<file path="src/rtl/pu_slave_spi_bank_ctrl.sv">
// Ping-pong send-bank sequencer for the SPI slave PU: NITTA fills one bank while SPI drains the
// other; banks swap on signal_cycle, deferred until the SPI frame ends (cs high).
module pu_slave_spi_bank_ctrl #(
    parameter int BUF_SIZE   = 6,
    parameter int ADDR_WIDTH = 3
) (
    input  logic                  clk,
    input  logic                  rst,
    input  logic                  signal_cycle,
    input  logic                  signal_wr,
    input  logic                  cs,
    input  logic                  rd_req,
    output logic                  buf_sel,
    output logic                  wr_en,
    output logic [ADDR_WIDTH-1:0] wr_addr,
    output logic                  rd_en,
    output logic [ADDR_WIDTH-1:0] rd_addr,
    output logic [ADDR_WIDTH:0]   rd_len,
    output logic                  swap_pending,
    output logic                  frame_done,
    output logic                  flag_overflow,
    output logic                  flag_underrun,
    output logic                  flag_cycle_lost
);

    localparam logic [ADDR_WIDTH:0] BUF_LEN = (ADDR_WIDTH + 1)'(BUF_SIZE);

    typedef enum logic {
        IDLE = 1'b0,
        PEND = 1'b1
    } state_t;

    state_t state, state_next;

    // Pointers carry one extra bit so a full bank (ptr == BUF_SIZE) is representable.
    logic [ADDR_WIDTH:0] wr_ptr;
    logic [ADDR_WIDTH:0] rd_ptr;
    logic                cs_q;

    logic swap;
    logic overflow_set;
    logic underrun_set;
    logic cycle_lost_set;

    assign wr_en        = signal_wr && (wr_ptr < BUF_LEN);
    assign wr_addr      = wr_ptr[ADDR_WIDTH-1:0];
    assign rd_en        = rd_req && !cs && (rd_ptr < rd_len);
    assign rd_addr      = rd_ptr[ADDR_WIDTH-1:0];
    assign swap_pending = (state == PEND);
    assign frame_done   = cs && !cs_q;

    assign overflow_set   = signal_wr && !wr_en;
    assign underrun_set   = rd_req && !cs && (rd_ptr >= rd_len);
    assign cycle_lost_set = (state == PEND) && signal_cycle;

    // NOTE: every signal driven here gets a default first, so no path leaves one unassigned and
    // synthesis cannot infer a latch.
    always_comb begin
        state_next = state;
        swap       = 1'b0;
        case (state)
            IDLE: begin
                if (signal_cycle) begin
                    if (cs) swap = 1'b1;
                    else    state_next = PEND;
                end
            end
            PEND: begin
                if (cs) begin
                    swap       = 1'b1;
                    state_next = IDLE;
                end
            end
            default: state_next = IDLE;
        endcase
    end

    // NOTE: sequential state uses non-blocking assignments so every register samples the values
    // from before the edge, independent of statement order.
    always_ff @(posedge clk or posedge rst) begin
        if (rst) begin
            state           <= IDLE;
            buf_sel         <= 1'b0;
            wr_ptr          <= '0;
            rd_ptr          <= '0;
            rd_len          <= '0;
            cs_q            <= 1'b1;
            flag_overflow   <= 1'b0;
            flag_underrun   <= 1'b0;
            flag_cycle_lost <= 1'b0;
        end else begin
            state <= state_next;
            cs_q  <= cs;

            if (swap) begin
                buf_sel <= !buf_sel;
                wr_ptr  <= '0;
                rd_ptr  <= '0;
                // A write landing on the swap edge goes to the outgoing bank and must be counted.
                rd_len  <= wr_ptr + {{ADDR_WIDTH{1'b0}}, wr_en};
            end else begin
                if (wr_en) wr_ptr <= wr_ptr + 1'b1;
                if (rd_en) rd_ptr <= rd_ptr + 1'b1;
            end

            // Setting wins over the swap-time clear.
            if (overflow_set)  flag_overflow <= 1'b1;
            else if (swap)     flag_overflow <= 1'b0;

            if (underrun_set)  flag_underrun <= 1'b1;
            else if (swap)     flag_underrun <= 1'b0;

            if (cycle_lost_set) flag_cycle_lost <= 1'b1;
        end
    end

endmodule
</file>
<file path="config.mk">
export PLATFORM = sky130hd
export DESIGN_NAME = pu_slave_spi_bank_ctrl
export DESIGN_NICKNAME = d
export VERILOG_FILES = /design/src/rtl/pu_slave_spi_bank_ctrl.sv
export SDC_FILE = /design/constraint.sdc
export NUM_CORES = 1
export LEC_CHECK = 0
export CORE_ASPECT_RATIO = 1.1
export CORE_UTILIZATION = 47
export DETAILED_ROUTE_END_ITERATION = 10
export GPL_ROUTABILITY_DRIVEN = 1
export PLACE_DENSITY = 0.79
export SYNTH_ARGS = -nofsm -noshare
export SYNTH_HDL_FRONTEND = slang
export SYNTH_SLANG_ARGS = --single-unit
</file>
<file path="constraint.sdc">
create_clock -name clk -period 1.76 [get_ports clk]
set_input_delay 0.44 -clock clk [delete_from_list [all_inputs] [get_ports clk]]
set_output_delay 0.44 -clock clk [all_outputs]
set_load 0.03 [all_outputs]
</file>
==> results.json, run 1 <==
{
  "cpMaxStageDelayCell": "dfrtp_1",
  "grt_usage_pct": 22.79,
  "htreeDepth": 1,
  "grt_pass1_vias": 820,
  "die_area_um2": 2207,
  "diodes": 0,
  "ioPinCount": 24,
  "cpPeakStageDelay_ns": 0.44,
  "synthTopCellsByArea": "dfrtp_1, ha_1, nand2_1, buf_4, o21ai_0",
  "synthCells": 99,
  "yosysTopAreaCell": "dfrtp_1",
  "fill_cells": 146,
  "fmax_ghz": 0.5040,
  "gr-usage-met3_pct": 2.963,
  "skew_ns": 0.01348,
  "routed_wl_um": 2137,
  "crit_chain": "ha_4 > nand2b_4 > a21o_1 > and2_4 > buf_6",
  "rsz0062_at_grt": "true",
  "drv_slew": 0,
  "port_buffers": 23,
  "cp.arrival_ns": 1.54,
  "period_minus_slack_ns": 1.984,
  "vias": 820,
  "final_cell_mix": "buf_4, dlygate4sd2_1, dfrtp_1, nand2_1, o21ai_0",
  "syn_to_final_growth_pct": 47.50,
  "cts_root_buf": "clkbuf_4",
  "yosysUniqueCellTypes": 23,
  "place_inst": 157,
  "p_leak_nw": 0.7122,
  "violations": "negative setup slack",
  "finalCritPeriodShare_pct": 112.7,
  "hold_viol": 0,
  "hpwl_um": 1579,
  "std_cell_rows": 16,
  "nNetsFinal": 153,
  "relSlewSlack_pct": 71.35,
  "fp.dieW_um": 44.89,
  "synth-seq-cells": 18,
  "antenna_found_initial": 0,
  "tritoncts": "done",
  "required_ns": 1.32,
  "syn_nets": 113,
  "synth.avg_cell_area_um2": 9.605,
  "clkSinkCount": 18,
  "cts_hold_buf": 0,
  "r2r-end": "rd_ptr[3]",
  "worstPathMaxFanout": 2,
  "grt_pass1_wl_um": 3650,
  "yosysSeqAreaShare_pct": 47.50,
  "ctsLongestPathBuffers": 2,
  "cellPowerDensity_nw_per_um2": 1226,
  "hold_class": "input pin to asynchronous set/reset pin",
  "fin_cells": 165,
  "netlist.area_leader.share_pct": 44.74,
  "tightestPinTransition_ns": 0.4293,
  "drtIter0Drc": 14,
  "place.gp.congestion": 0.8321,
  "r2r_setup_slack_ns": 0.12,
  "synthesis.area_um2": 950.9,
  "ys_warn_count": 0,
  "core-area_um2": 1842,
  "grt_use_met2_pct": 39.22,
  "clk_latency_ns": 0.30,
  "numCtsBuffers": 3,
  "path_clk_slew_ns": 0.12,
  "final_common_cell": "buf_4",
  "die_h_um": 49.18,
  "drc": 0,
  "regToRegStartpoint": "rd_ptr[3]",
  "endpoint_kind": "output port",
  "r2r_cells": 5,
  "ant_nets": 0,
  "worstSetupPathType": "flop to output port",
  "viasPerCell": 4.970,
  "setup.worst_path.start": "rd_ptr[1]",
  "first_pass_iters": 4,
  "met1_usage_pct": 28.74,
  "grt.overflow.total": 0,
  "seqCellArea_um2": 456.7,
  "status": "finished with violations",
  "layout_setup_ws_ns": -0.2241,
  "routedWlPerCell_um": 12.95,
  "drive_above_1_share_pct": 31.88,
  "start_util_pct": 51.63,
  "top_usage_layer": "met2",
  "vdd_ir_drop_max_mv": 0.7044,
  "grt_start_max_net_pins": 13,
  "final_util_pct": 76.15,
  "setup_viol": 1,
  "multiInputGateArea_um2": 489.2,
  "drv_cap": 0,
  "startpoint_type": "flop"
}
[cell families after synthesis]
family	synth area share, %
AND/OR/NAND/NOR	18.95
multiplexers	1.053
AO/OA/AOI/OAI	9.473
buffers and inverters	7.895
flip-flops	47.50
adder cells (fa/ha/maj)	10.53
XOR/XNOR	4.605
[how the worst max path moves through the flow]
stage               slack, ns  cells after the start  endpoint
finish                  -0.22                      5     rd_en
global route            -0.29                      5     rd_en
CTS                     -0.24                      5     rd_en
detailed placement      -0.19                      5     rd_en
global placement        -0.15                      5     rd_en
floorplan               0.006                      5     rd_en
[timing repair]
action | CTS | global route
gates resized for setup | 29 | 2
setup buffers | 3 | 1
hold endpoints to repair | 0 | 0
pin swaps | 3 | 1
setup endpoints to repair | 18 | 2
gates cloned | 0 | 0
[sequential cells by signal, indices dropped and copies added (netlist names)]
name             flops
rd_ptr               4
buf_sel              1
flag_cycle_lost      1
wr_ptr               4
cs_q                 1
rd_len               4
flag_overflow        1
swap_pending         1
flag_underrun        1
[metrics by stage]
stage | hold WS [ns] | power (W) | setup WS [ns] | TNS [ns] | instance area, µm²
after floorplan | 0.3777 | 0.001102 | 0.006194 | 0 | 972.2
after global placement | 0.4379 | 0.001386 | -0.1522 | -0.3462 | 1292
after detailed placement | 0.4447 | 0.001417 | -0.1907 | -0.5017 | 1292
after CTS | 0.4316 | 0.001717 | -0.2406 | -0.2406 | 1393
after global routing | 0.4810 | 0.001824 | -0.2913 | -0.2913 | 1403
final | 0.4257 | 0.001720 | -0.2241 | -0.2241 | 1403
[final cells by class]
cell class	count	share of cell area, %
repair buffers	42	25.69
well taps	27	2.409
multi-input cells	67	34.88
inverters	7	1.873
clock buffers	4	2.587
flip-flops and latches	18	32.56
[synthesized netlist by cell type]
library cell  instances
a21oi_1               7
xnor2_1               1
or3b_1                1
and3_1                2
dfstp_2               1
nor2_1                6
and2_1                2
nand4_1               1
dfrtp_1              17
or3_1                 1
ha_1                  8
a21o_1                2
nand2b_4              1
o21ai_0               8
nand2_1              13
mux2i_1               1
inv_1                 7
xor2_1                4
nor2b_1               2
nand2b_1              1
nand3_1               6
clkbuf_1              1
buf_4                 6
[worst max-delay path: cells and delay by family, from the launching register on]
| kind | cells | cell delay, ns |
|---|---|---|
| adders and majority gates | 1 | 0.30 |
| and+or+nand+nor | 2 | 0.21 |
| AOI/OAI and AO/OA | 1 | 0.17 |
| DFF | 1 | 0.44 |
| buffers and inverters | 1 | 0.13 |
[metal layers]
| layer | wire length (µm) | share of wire [%] |
|---|---|---|
| met1 | 959 | 45 |
| met2 | 1094 | 51 |
| met3 | 68 | 3.2 |
| met4 | 14 | 0.66 |
| met5 | 0 | 0 |
[power by group]
group	internal (W)	switching (W)	leakage, nW
Sequential	0.000503	0.0000634	0.223
Clock	0.000126	0.000136	0.0210
Combinational	0.000396	0.000496	0.468
Total	0.00103	0.000695	0.712
Note: power is estimated with default switching activity, not from simulation.
==> run 2: changes to the inputs <==
--- a/config.mk
+++ b/config.mk
@@ -6,10 +6,10 @@
 export NUM_CORES = 1
 export LEC_CHECK = 0
 export CORE_ASPECT_RATIO = 1.1
-export CORE_UTILIZATION = 47
+export CORE_UTILIZATION = 34
 export DETAILED_ROUTE_END_ITERATION = 10
 export GPL_ROUTABILITY_DRIVEN = 1
-export PLACE_DENSITY = 0.79
+export PLACE_DENSITY = 0.61
 export SYNTH_ARGS = -nofsm -noshare
 export SYNTH_HDL_FRONTEND = slang
 export SYNTH_SLANG_ARGS = --single-unit
==> results.json, run 2 (synthesis results as in run 1) <==
{
  "port_buffers": 23,
  "rsz0062_at_grt": "true",
  "nNetsFinal": 153,
  "grt_pass1_wl_um": 3636,
  "grt.overflow.total": 0,
  "core-area_um2": 2567,
  "vias": 802,
  "ioPinCount": 24,
  "place.gp.congestion": 0.7894,
  "grt_start_max_net_pins": 19,
  "ant_nets": 0,
  "vdd_ir_drop_max_mv": 0.5842,
  "finalCritPeriodShare_pct": 113.0,
  "routed_wl_um": 2089,
  "drive_above_1_share_pct": 31.16,
  "drv_cap": 0,
  "die_area_um2": 3013,
  "worstPathMaxFanout": 2,
  "syn_to_final_growth_pct": 46.18,
  "regToRegStartpoint": "rd_len[3]",
  "final_common_cell": "buf_4",
  "numCtsBuffers": 3,
  "hpwl_um": 1511,
  "antenna_found_initial": 0,
  "ctsLongestPathBuffers": 2,
  "cpMaxStageDelayCell": "dfrtp_1",
  "clkSinkCount": 18,
  "start_util_pct": 37.04,
  "r2r_setup_slack_ns": -0.02,
  "grt_usage_pct": 16.48,
  "first_pass_iters": 4,
  "fmax_ghz": 0.5028,
  "final.setup.tns_ns": -0.2491,
  "final_cell_mix": "buf_4, dlygate4sd2_1, dfrtp_1, nand2_1, o21ai_0",
  "reg.largest.list": "rd_len: 4 flops, rd_ptr: 4 flops, wr_ptr: 4 flops",
  "hold_viol": 0,
  "clk_latency_ns": 0.29,
  "setup_viol": 2,
  "hold_class": "input pin to asynchronous set/reset pin",
  "die_h_um": 57.47,
  "fp.dieW_um": 52.43,
  "layout_setup_ws_ns": -0.2287,
  "worstSetupPathType": "flop to output port",
  "cellPowerDensity_nw_per_um2": 1173,
  "viasPerCell": 4.746,
  "status": "finished with violations",
  "violations": "negative setup slack",
  "r2r-end": "rd_ptr[3]",
  "skew_ns": 0.006997,
  "r2r_cells": 7,
  "period_minus_slack_ns": 1.989,
  "tightestPinTransition_ns": 0.3172,
  "cp_num_buf_inv": 1,
  "diodes": 0,
  "drc": 0,
  "p_leak_nw": 0.6963,
  "routedWlPerCell_um": 12.36,
  "finalPower_w": 0.001631,
  "cp.arrival_ns": 1.55,
  "whs_ns": 0.4502,
  "cpPeakStageDelay_ns": 0.44,
  "required_ns": 1.32,
  "grt_pass1_vias": 813,
  "crit_chain": "ha_4 > nand2b_1 > a21o_1 > and2_4 > buf_6",
  "endpoint_kind": "output port",
  "path_clk_slew_ns": 0.11,
  "tritoncts": "done",
  "cp_top_family": "flip-flops",
  "cts_hold_buf": 0,
  "drtIter0Drc": 15,
  "htreeDepth": 1,
  "relSlewSlack_pct": 78.93,
  "cts_root_buf": "clkbuf_4",
  "drv_slew": 0,
  "startpoint_type": "flop",
  "std_cell_rows": 19
}
[run 2: worst reg2reg max path: cells and delay by family, from the launching register on]
| family | cells | cell delay (ns) |
|---|---|---|
| flops | 1 | 0.43 |
| simple gates | 3 | 0.75 |
| fa+ha+maj | 1 | 0.21 |
| compound gates | 1 | 0.12 |
| buf+inv | 2 | 0.21 |
[run 2: routing by layer]
layer  share of wire (%)  global-route usage [%]
met2                  50                   26.40
met5                   0                       0
met3                 2.0                   2.400
met1                  47                   21.94
met4                 1.1                   6.767
[run 2: power by group]
part           total (W)  internal [W]  switching, W
Combinational   0.000845      0.000368      0.000478
Clock           0.000215     0.0000880      0.000127
Sequential      0.000570      0.000503     0.0000668
[run 2: how the worst max path moves through the flow]
stage	cells after the start	startpoint	endpoint	slack, ns
after floorplan	5	rd_len[1]	rd_en	0.006
after global placement	5	rd_req	rd_en	-0.14
after CTS	6	rd_len[3]	rd_en	-0.24
after detailed placement	5	cs	rd_en	-0.19
final	5	rd_ptr[1]	rd_en	-0.23
after global routing	6	rd_len[3]	rd_en	-0.30
[run 2: what timing repair did]
action	4_1_cts	5_1_grt
setup buffers	4	1
endpoints found under the setup margin	18	3
resized for setup	26	5
pin swaps	3	2
[run 2: area by class of cell]
type / count / area [µm²]
multi-input combinational: 67 / 485.5
clock buffer: 4 / 26.28
fill: 250 / 1177
sequential: 18 / 456.7
tap: 31 / 38.79
timing repair buffer: 42 / 356.6
inverter: 7 / 26.28
[run 2: stage by stage]
step	instance area (µm²)	utilization, %	setup WS [ns]	cells
finish	1390	54.14	-0.2287	169
global route	1390	54.14	-0.3003	169
CTS	1369	53.31	-0.2365	168
detailed placement	1290	50.24	-0.1852	160
global placement	1290	50.24	-0.1442	160
floorplan	972.2	-	0.006194	99
==> run 3: changes to the inputs <==
--- a/config.mk
+++ b/config.mk
@@ -5,6 +5,7 @@
 export SDC_FILE = /design/constraint.sdc
 export NUM_CORES = 1
 export LEC_CHECK = 0
+export CAP_MARGIN = 15
 export CORE_ASPECT_RATIO = 1.1
 export CORE_UTILIZATION = 34
 export DETAILED_ROUTE_END_ITERATION = 10
==> results of run 3 <==
Same layout as run 2: the final DEF is identical, and so are final timing and power.
